## src/rtl/varint_pkg.sv

```systemverilog
// Shared definitions for the varint serialization engine.
// Holds the protobuf field-type codes that affect encoding, the type decode
// helpers, the writer FSM state type and the maximum varint length.
package varint_pkg;

    localparam int MAX_VARINT_BYTES = 10;

    localparam logic [4:0] FT_TYPE0    = 5'd0;
    localparam logic [4:0] FT_FLOAT    = 5'd2;
    localparam logic [4:0] FT_INT64    = 5'd3;
    localparam logic [4:0] FT_UINT64   = 5'd4;
    localparam logic [4:0] FT_INT32    = 5'd5;
    localparam logic [4:0] FT_FIXED32  = 5'd7;
    localparam logic [4:0] FT_UINT32   = 5'd13;
    localparam logic [4:0] FT_SFIXED32 = 5'd15;
    localparam logic [4:0] FT_SINT32   = 5'd17;
    localparam logic [4:0] FT_SINT64   = 5'd18;

    typedef enum logic [2:0] {
        ST_IDLE,
        ST_ENCODE,
        ST_WRITE,
        ST_WAIT,
        ST_DONE
    } state_t;

    function automatic logic is_zigzag(input logic [4:0] field_type);
        return (field_type == FT_SINT32) || (field_type == FT_SINT64);
    endfunction

    function automatic logic is_32bit(input logic [4:0] field_type);
        return (field_type == FT_TYPE0)   || (field_type == FT_FLOAT)    ||
               (field_type == FT_INT32)   || (field_type == FT_FIXED32)  ||
               (field_type == FT_UINT32)  || (field_type == FT_SFIXED32) ||
               (field_type == FT_SINT32);
    endfunction

endpackage

```

## src/rtl/varint_writer_encode_core.sv

```systemverilog
// Combinational varint encoder.
// Ports:
//   value      - raw 64-bit field value
//   field_type - protobuf type code (selects zigzag and 32-bit masking)
//   enc_bytes  - encoded bytes, enc_bytes[0] is the least significant group
//   enc_len    - number of valid bytes, 1..10
module varint_encode_core
    import varint_pkg::*;
(
    input  logic [63:0]                             value,
    input  logic [4:0]                              field_type,
    output logic [MAX_VARINT_BYTES-1:0][7:0]        enc_bytes,
    output logic [3:0]                              enc_len
);

    logic [63:0] mapped;
    logic [69:0] padded;

    always_comb begin
        mapped = value;
        if (is_zigzag(field_type) && is_32bit(field_type)) begin
            mapped = {32'd0, (value[31:0] << 1) ^ {32{value[31]}}};
        end else if (is_zigzag(field_type)) begin
            mapped = (value << 1) ^ {64{value[63]}};
        end else if (is_32bit(field_type)) begin
            mapped = {32'd0, value[31:0]};
        end
    end

    // Padded to 10 full groups so the top group slices cleanly; zero always
    // yields length 1 because the search starts at one byte.
    always_comb begin
        padded  = {6'd0, mapped};
        enc_len = 4'd1;
        for (int g = 1; g < MAX_VARINT_BYTES; g++) begin
            if ((padded >> (7 * g)) != '0) begin
                enc_len = 4'(g + 1);
            end
        end
        for (int g = 0; g < MAX_VARINT_BYTES; g++) begin
            enc_bytes[g][6:0] = padded[7*g +: 7];
            enc_bytes[g][7]   = (4'(g) + 4'd1) < enc_len;
        end
    end

endmodule

```

## src/rtl/varint_writer.sv

```systemverilog
// Varint writer: accepts one field value per handshake, encodes it and
// writes the bytes backwards into DRAM so the last byte lands at dst_addr.
// Ports:
//   clk, reset           - clock, synchronous active-low reset
//   in_valid/in_ready    - request handshake (ready only while idle)
//   value/field_type     - field to encode
//   dst_addr             - address of the highest-address varint byte
//   dram_en/addr/data    - LANES-wide byte-lane write port
//   dram_rdwr            - always write (0)
//   done                 - one-cycle completion pulse
//   bytes_written        - varint length of the current/last job
//
// state     | meaning
// ST_IDLE   | ready for a request
// ST_ENCODE | encoder settles on registered inputs; first beat prepared
// ST_WRITE  | one write beat on the DRAM port
// ST_WAIT   | WAIT_CYCLES idle cycles after each beat
// ST_DONE   | done pulse, then back to idle
module varint_writer
    import varint_pkg::*;
#(
    parameter int LANES       = 8,
    parameter int WAIT_CYCLES = 21,
    parameter int ADDR_W      = 64
) (
    input  logic                      clk,
    input  logic                      reset,
    input  logic                      in_valid,
    output logic                      in_ready,
    input  logic [63:0]               value,
    input  logic [4:0]                field_type,
    input  logic [ADDR_W-1:0]         dst_addr,
    output logic [LANES-1:0]          dram_en,
    output logic [LANES*ADDR_W-1:0]   dram_addr,
    output logic [LANES*8-1:0]        dram_data,
    output logic                      dram_rdwr,
    output logic                      done,
    output logic [3:0]                bytes_written
);

    localparam int CNT_W = (WAIT_CYCLES > 1) ? $clog2(WAIT_CYCLES) : 1;

    state_t                              state;
    logic [63:0]                         value_q;
    logic [4:0]                          type_q;
    logic [ADDR_W-1:0]                   dst_q;
    logic [MAX_VARINT_BYTES-1:0][7:0]    bytes_q;
    logic [3:0]                          len_q;
    logic [7:0]                          base_q;
    logic [CNT_W-1:0]                    cnt;

    logic [MAX_VARINT_BYTES-1:0][7:0]    enc_bytes;
    logic [3:0]                          enc_len;

    logic [MAX_VARINT_BYTES-1:0][7:0]    src_bytes;
    logic [3:0]                          src_len;
    logic [7:0]                          src_base;
    logic [7:0]                          idx;
    logic [3:0]                          pos;
    logic [LANES-1:0]                    lane_en;
    logic [LANES*ADDR_W-1:0]             lane_addr;
    logic [LANES*8-1:0]                  lane_data;

    varint_encode_core u_core (
        .value      (value_q),
        .field_type (type_q),
        .enc_bytes  (enc_bytes),
        .enc_len    (enc_len)
    );

    assign dram_rdwr = 1'b0;

    // Lane mapping for the beat about to be registered. The first beat is
    // built straight from the encoder so it can issue the cycle after ENCODE.
    always_comb begin
        src_bytes = (state == ST_ENCODE) ? enc_bytes : bytes_q;
        src_len   = (state == ST_ENCODE) ? enc_len   : len_q;
        src_base  = (state == ST_ENCODE) ? 8'd0      : base_q;
        lane_en   = '0;
        lane_addr = '0;
        lane_data = '0;
        idx       = '0;
        pos       = '0;
        for (int j = 0; j < LANES; j++) begin
            idx = src_base + 8'(j);
            pos = src_len - 4'(idx) - 4'd1;
            if (idx < {4'd0, src_len}) begin
                lane_en[j]                     = 1'b1;
                lane_addr[j*ADDR_W +: ADDR_W]  = dst_q - ADDR_W'(idx);
                lane_data[j*8 +: 8]            = src_bytes[pos];
            end
        end
    end

    always_ff @(posedge clk) begin
        if (!reset) begin
            state         <= ST_IDLE;
            in_ready      <= 1'b0;
            value_q       <= '0;
            type_q        <= '0;
            dst_q         <= '0;
            bytes_q       <= '0;
            len_q         <= '0;
            base_q        <= '0;
            cnt           <= '0;
            dram_en       <= '0;
            dram_addr     <= '0;
            dram_data     <= '0;
            done          <= 1'b0;
            bytes_written <= '0;
        end else begin
            dram_en   <= '0;
            dram_addr <= '0;
            dram_data <= '0;
            done      <= 1'b0;
            case (state)
                ST_IDLE: begin
                    in_ready <= 1'b1;
                    if (in_valid && in_ready) begin
                        value_q  <= value;
                        type_q   <= field_type;
                        dst_q    <= dst_addr;
                        in_ready <= 1'b0;
                        state    <= ST_ENCODE;
                    end
                end
                ST_ENCODE: begin
                    bytes_q       <= enc_bytes;
                    len_q         <= enc_len;
                    bytes_written <= enc_len;
                    dram_en       <= lane_en;
                    dram_addr     <= lane_addr;
                    dram_data     <= lane_data;
                    base_q        <= 8'(LANES);
                    state         <= ST_WRITE;
                end
                ST_WRITE: begin
                    cnt   <= CNT_W'(WAIT_CYCLES - 1);
                    state <= ST_WAIT;
                end
                ST_WAIT: begin
                    if (cnt == '0) begin
                        if (base_q < {4'd0, len_q}) begin
                            dram_en   <= lane_en;
                            dram_addr <= lane_addr;
                            dram_data <= lane_data;
                            base_q    <= base_q + 8'(LANES);
                            state     <= ST_WRITE;
                        end else begin
                            done  <= 1'b1;
                            state <= ST_DONE;
                        end
                    end else begin
                        cnt <= cnt - 1'b1;
                    end
                end
                ST_DONE: begin
                    in_ready <= 1'b1;
                    state    <= ST_IDLE;
                end
                default: begin
                    in_ready <= 1'b0;
                    state    <= ST_IDLE;
                end
            endcase
        end
    end

endmodule

```

## config.mk

```make
export PLATFORM = sky130hd
export DESIGN_NAME = varint_writer
export DESIGN_NICKNAME = d
export VERILOG_FILES = /design/src/rtl/varint_pkg.sv /design/src/rtl/varint_writer_encode_core.sv /design/src/rtl/varint_writer.sv
export SDC_FILE = /design/constraint.sdc
export NUM_CORES = 2
export LEC_CHECK = 0
export ABC_AREA = 0
export BUFFER_PORTS_ARGS = -buffer_cell sky130_fd_sc_hd__buf_4
export CAP_MARGIN = 5
export CORE_MARGIN = 2
export CORE_UTILIZATION = 45
export CTS_CLUSTER_SIZE = 24
export DETAILED_ROUTE_END_ITERATION = 8
export GPL_TIMING_DRIVEN = 0
export PLACE_DENSITY = 0.69
export SLEW_MARGIN = 20
export SYNTH_ARGS = -nofsm -noshare
export SYNTH_HDL_FRONTEND = slang
export SYNTH_HIERARCHICAL = 1
export SYNTH_SLANG_ARGS = --single-unit
```

## constraint.sdc

```tcl
create_clock -name clk -period 8.25 [get_ports clk]
set_input_delay 0.4125 -clock clk [delete_from_list [all_inputs] [get_ports clk]]
set_output_delay 0.4125 -clock clk [all_outputs]
set_load 0.01 [all_outputs]
```

Yosys cells after proc, flatten, opt, wreduce, memory -nomap -nowiden:

Cells that the tools add are included.

* add/subtract/negate cells: 33
* order comparisons: 27
* eq/ne operators: 15
* multiplexer cells: 76
* bitwise operators: 2
* reductions and logical operators: 28

Operator list (count)
* $mux 512: 2
* $pmux 512 s2: 1
* $mux 64: 13
* $reduce_bool 70->1: 8
* $sub 64x8->64: 8
* $bmux 8 s4: 8
* $mux 8: 21
* $pmux 64 s2: 1
* $mux 80: 1
* $lt 8x4->1: 9
* $xor 64x64->64: 1
* $lt 4x5->1 const B: 8
* $add 8x3->8 const B: 4
* $pmux 8 s2: 2
* $sub 4x1->4 const B: 8
* $sub 4x4->4: 8
* $xor 32x32->32: 1
* $mux 3: 7
* $add 8x2->8 const B: 2
* $lt 3x4->1 const A: 4
* $mux 4: 4
* $lt 4x4->1 const A: 3
* $pmux 3 s4: 1
* $eq 5x3->1 const B: 2
* other kinds (25): 54

* flip-flop bits (word level): 823
* output and inout port bits: 591

Longest topological paths before layout:

* depth in word-level cells: 29
* depth in mapped cells: 21

Modules after synthesis:

Netlist, hierarchy kept.

Modules (own cells, without submodules)
* varint_writer: times used 1, cells each 4090, area an instance 36238.5 um2, sequential area each 16415.7 um2
* varint_encode_core: times used 1, cells each 365, area an instance 2449.8 um2, sequential area each 0.0 um2

Least setup slack after synthesis:

Ideal clock, no wire load.

* path type: register to register
* start point: register type_q[4]
* end point: register dram_data[39]
* setup time: 0.065 ns
* data arrival time: 5.063 ns
* required time: 8.185 ns
* slack: 3.122 ns
* cell stages (with the launch flop): 19
* path through: dfxtp_1 or3b_4 o221ai_2 buf_4 a31oi_1 a211o_1 nor3_1 and3_1 a221o_1 nor4bb_1 a21oi_1 ha_1 clkbuf_1 ha_1 buf_1 clkbuf_1 mux4_2 o221a_2 nor2_1

* cells in the longest elaborated chain, start to end: 29
* elaborated cells on any way between the ends: 57
* classes of those cells: add/sub (2); order compare (11); eq/ne (7); mux (20); reduce/logical (17)

RTL lines
* start, declared: RTL line varint_writer.sv:45 `logic [4:0] type_q;`
* start signal, assigned: RTL line varint_writer.sv:121 `type_q <= field_type;`
* $eq 5x2->1 / $logic_not 5->1 (equally long branches): RTL line varint_pkg.sv:32 `return (field_type == FT_TYPE0) || (field_type == FT_FLOAT) ||`
* $logic_or 1x1->1 (2 in a row): RTL line varint_pkg.sv:32
* $logic_or 1x1->1 (2 in a row): RTL line varint_pkg.sv:33 `(field_type == FT_INT32) || (field_type == FT_FIXED32) ||`
* $logic_or 1x1->1 (2 in a row): RTL line varint_pkg.sv:34 `(field_type == FT_UINT32) || (field_type == FT_SFIXED32) ||`
* $mux 64: RTL line varint_writer_encode_core.sv:25 `end else if (is_32bit(field_type)) begin`
* $mux 64: RTL line varint_writer_encode_core.sv:23 `end else if (is_zigzag(field_type)) begin`
* $mux 64 *: RTL line varint_writer_encode_core.sv:21 `if (is_zigzag(field_type) && is_32bit(field_type)) begin`
* $reduce_bool 70->1: RTL line varint_writer_encode_core.sv:36 `if ((padded >> (7 * g)) != '0) begin`
* (+9 left out)
* net enc_len[1]: RTL line varint_writer.sv:53 `logic [3:0] enc_len;`
* (+1 left out)
* $sub 4x4->4: RTL line varint_writer.sv:86 `pos = src_len - 4'(idx) - 4'd1;`
* $sub 4x1->4: RTL line varint_writer.sv:86
* $bmux 8 s4: RTL line varint_writer.sv:90 `lane_data[j*8 +: 8] = src_bytes[pos];`
* $mux 8 (not written as such): RTL line varint_writer.sv:90
* $mux 8 *: RTL line varint_writer.sv:87 `if (idx < {4'd0, src_len}) begin`
* $mux 64: RTL line varint_writer.sv:143 `if (base_q < {4'd0, len_q}) begin`
* $mux 64: RTL line varint_writer.sv:142 `if (cnt == '0) begin`
* $pmux 64 s2 *: RTL line varint_writer.sv:116 `case (state)`
* end signal, assigned: RTL line varint_writer.sv:133 `dram_data <= lane_data;`
* end signal, assigned: RTL line varint_writer.sv:146 `dram_data <= lane_data;`
* end, declared: RTL line varint_writer.sv:35 `output logic [LANES*8-1:0] dram_data,`

The timed path passes the listed nets; every way through them passes the cells marked *. The select of a mux whose other input is x is not followed.
A chain may end at the register's enable or synchronous reset.

==> impl_results.md <==
* Area Overhead vs Synth at 28.22%
* Die Y-Extent at 297.2 µm
* CTS clock-pin slew for the worst setup and hold paths at 0.06 ns
* CP dominant cell by count: a21oi_1
* Mean Syn Cell Area at 8.684 µm²
* Sequential fraction of the synthesis area at 42.43%
* Most frequent cells in the layout: dfxtp_1, buf_4, nor2_1
* Vias per cell at 5.870
* Crit Path Max Fanout at 10
* Clk pwr share at 33.2%
* Seq pwr share at 31.6%
* RR Startpoint: type_q[4]
* Final nets at 5527
* RSZ-0062 raised after global routing: no
* Hold Crit Start: dst_addr[0]
* DRT Pass-1 Iters at 9
* Cells on Worst Hold Path at 3
* Gr usage total at 41.49%
* Reg2reg end: dram_data[48]
* TritonCTS Sinks at 820
* Mapped cell area at 38690 µm²
* Cell area power density at 265.4 nW/µm²
* Largest net degree at the start of global routing at 16
* Synth cell types at 99
* CTS Buffer Depth at 3
* # DRC at 0
* Comb power frac at 35.2%
* Setup TNS Final at 0 ns
* Routed vias at 38610
* Reg2reg path depth at 16
* Switching fraction of total power at 38.95%
* I/O pin count at 727
* R2R Setup Slk at 0.67 ns
* Leak pwr at 19.65 nW
* Number of synthesized flops with an enable pin at 0
* Initial core utilization at 45.44%
* CTS tree: yes
* HP Class: in -> reg
* First-pass GRT wire length at 264.0 mm
* Clk_lat worst skew at 0.69 ns
* Slowest-stage cell, CP: nor3b_1
* Final design utilization at 58.26%
* Crit Path Class: reg -> reg
* Grt ovf at 0
* Die X at 297.2 µm
* Worst Path Arrival at 8.15 ns
* Worst Tran Pin Value at 1.415 ns
* Cell-by-cell trace of the critical path: nor3b_1, nand2_2, buf_2, a22o_1, nor3_1, nor4b_1, and3_1, a221o_1, nor4bb_1, a21oi_1, fa_1, buf_1, clkbuf_1, a21boi_1, a21oi_1, nor2_1
* Final Hold Fails at 0
* Worst EP required at 8.82 ns
* Root buf cell: clkbuf_16
* RePlAce Congestion at 1.056
* Initial DRC Count at 5032
* Synth area leaders: dfxtp_1, nor2_1, xnor2_1
* Asr flop ratio synth at 0%
* Fin crit share at 91.89%
* Most common cell after layout, fill and taps aside: dfxtp_1
* Setup-failing EPs final at 0
* Inserted Clock Buffers at 88
* Max VDD drop at 206.3 µV
* Antenna violations before repair at 18
* Status: finished, final reports clean
* Rows at 107
* Detailed-route wire length at 190.5 mm
* Startpoint Class: flop
* Synth top area share at 42.43%
* Post-DRT Antenna Nets at 0
* Worst clock skew at 0.04934 ns
* Synthesis-stage register bit count at 820
* Max_cap viols at 0
* Wirelength per Cell at 28.97 µm
* Share of layout cells above drive strength 1 at 20.31%
* Worst setup EP type: flop
* Delay-heaviest family, CP: simple AND/OR/NAND/NOR gates
* CTS resizes at 0
* Net Switching at 5.128 mW
* Slew HR at 5.698%
* Synth Warn # at 6
* Pint at 8.039 mW
* Worst Path Buf+Inv at 3
* Leading area contributor after synthesis: dfxtp_1
* CP max stage delay at 0.84 ns
* CTS HTree Levels at 3
* Die area at 88340 µm²
* Core area at 85150 µm²
* Post-DP HPWL at 148.6 mm
* Hold EP: dst_q[0]
* Final min period at 7.581 ns
* Synth Flop Type: dfxtp_1
* Max frequency at 0.1319 GHz
* Number of global-route vias before repair at 36220
* Slew Limit Fails at 0
* Port bufs at 724
* Cells after Synth at 4455
synth_stat cells, drive strengths merged, types with 15 or more instances:
cell type	instances
o22a	35
ha	38
a21oi	139
or4	33
xor2	257
and2	29
inv	55
mux4	64
or2	16
buf	105
o22ai	42
o21ai	88
nor2b	100
or3	43
xnor2	283
nor2	715
mux2i	128
nand4	21
dfxtp	820
nor3	88
nand2b	15
a211oi	47
nor4	54
nand2	552
nand3	74
and3	24
clkbuf	246
a31oi	21
a21boi	144
registers in the layout, summed over array words and instances (netlist names):
name and flops:
in_ready 1, value_q 64, dst_q 64, base_q 5, cnt 5, dram_data 64, len_q 4, state 3
dram_addr 512, done 1, bytes_written 4, dram_en 8, bytes_q 80, type_q 5
power groups by stage:
stage	Clock, mW	Combinational (mW)	Sequential, mW
final	4.37	4.63	4.17
after global routing	4.52	4.76	4.17
after CTS	4.36	4.38	4.16
after detailed placement	0	4.34	4.25
after global placement	0	4.26	4.25
after floorplan	0	2.69	4.24
kinds of logic after synthesis:
family	synth area share [%]
simple gates	21.39
flops	42.43
compound gates	10.92
xor+xnor	12.29
buf+inv	4.227
mux	7.299
fa+ha+maj	1.410
other cells	0.02910
layout make-up:
cell class	count	area, µm²
Fill cell	7898	35540
Multi-Input combinational cell	3246	20830
Sequential cell	820	16420
Timing Repair Buffer	787	6060
Clock buffer	107	2384
Buffer	351	1436
Tap cell	1144	1431
Clock inverter	57	813.3
Inverter	57	214.0
Antenna cell	8	20.02
what timing repair did:
action,in CTS,in global routing
setup buffers,0,0
hold buffers,48,0
endpoints found under the hold margin,48,0
routing by layer:
metal / global-route usage, % / routed length [µm] / vias to the layer above
met5: 0 / 104 / -
met4: 26.66 / 15170 / 16
met3: 12.14 / 22340 / 661
met2: 63.99 / 82110 / 2632
met1: 50.60 / 70820 / 18550
li1: - / - / 16750
worst max-delay path by stage:
| stage | start | endpoint | slack (ns) | cells past startpoint |
|---|---|---|---|---|
| after floorplan | type_q[4] | dram_data[39] | 3.12 | 18 |
| after global placement | type_q[4] | dram_addr[269] | 0.85 | 17 |
| after detailed placement | type_q[4] | dram_data[55] | 0.99 | 16 |
| after CTS | type_q[4] | dram_data[55] | 0.95 | 16 |
| after global routing | type_q[4] | dram_data[50] | 0.33 | 16 |
| final | type_q[4] | dram_data[48] | 0.67 | 16 |
metrics by stage:
step | setup WS (ns) | hold slack [ns] | std cells | power (mW) | instance area (µm²)
final | 0.6692 | 0.004818 | 6577 | 13.17 | 49610
after global routing | 0.3298 | 0.001826 | 6571 | 13.46 | 49590
after CTS | 0.9507 | 0.00004802 | 6569 | 12.90 | 49570
after detailed placement | 0.9902 | 0.4493 | 6357 | 8.591 | 45900
after global placement | 0.8465 | 0.4426 | 6342 | 8.507 | 45630
after floorplan | 3.122 | 0.4227 | 4474 | 6.928 | 38760
tightest hold or removal path, stage by stage:
cell	delay (ns)
buf_4	0.11
nand2_1	0.05
a21boi_0	0.07
Power figures use the tool's default switching activity.
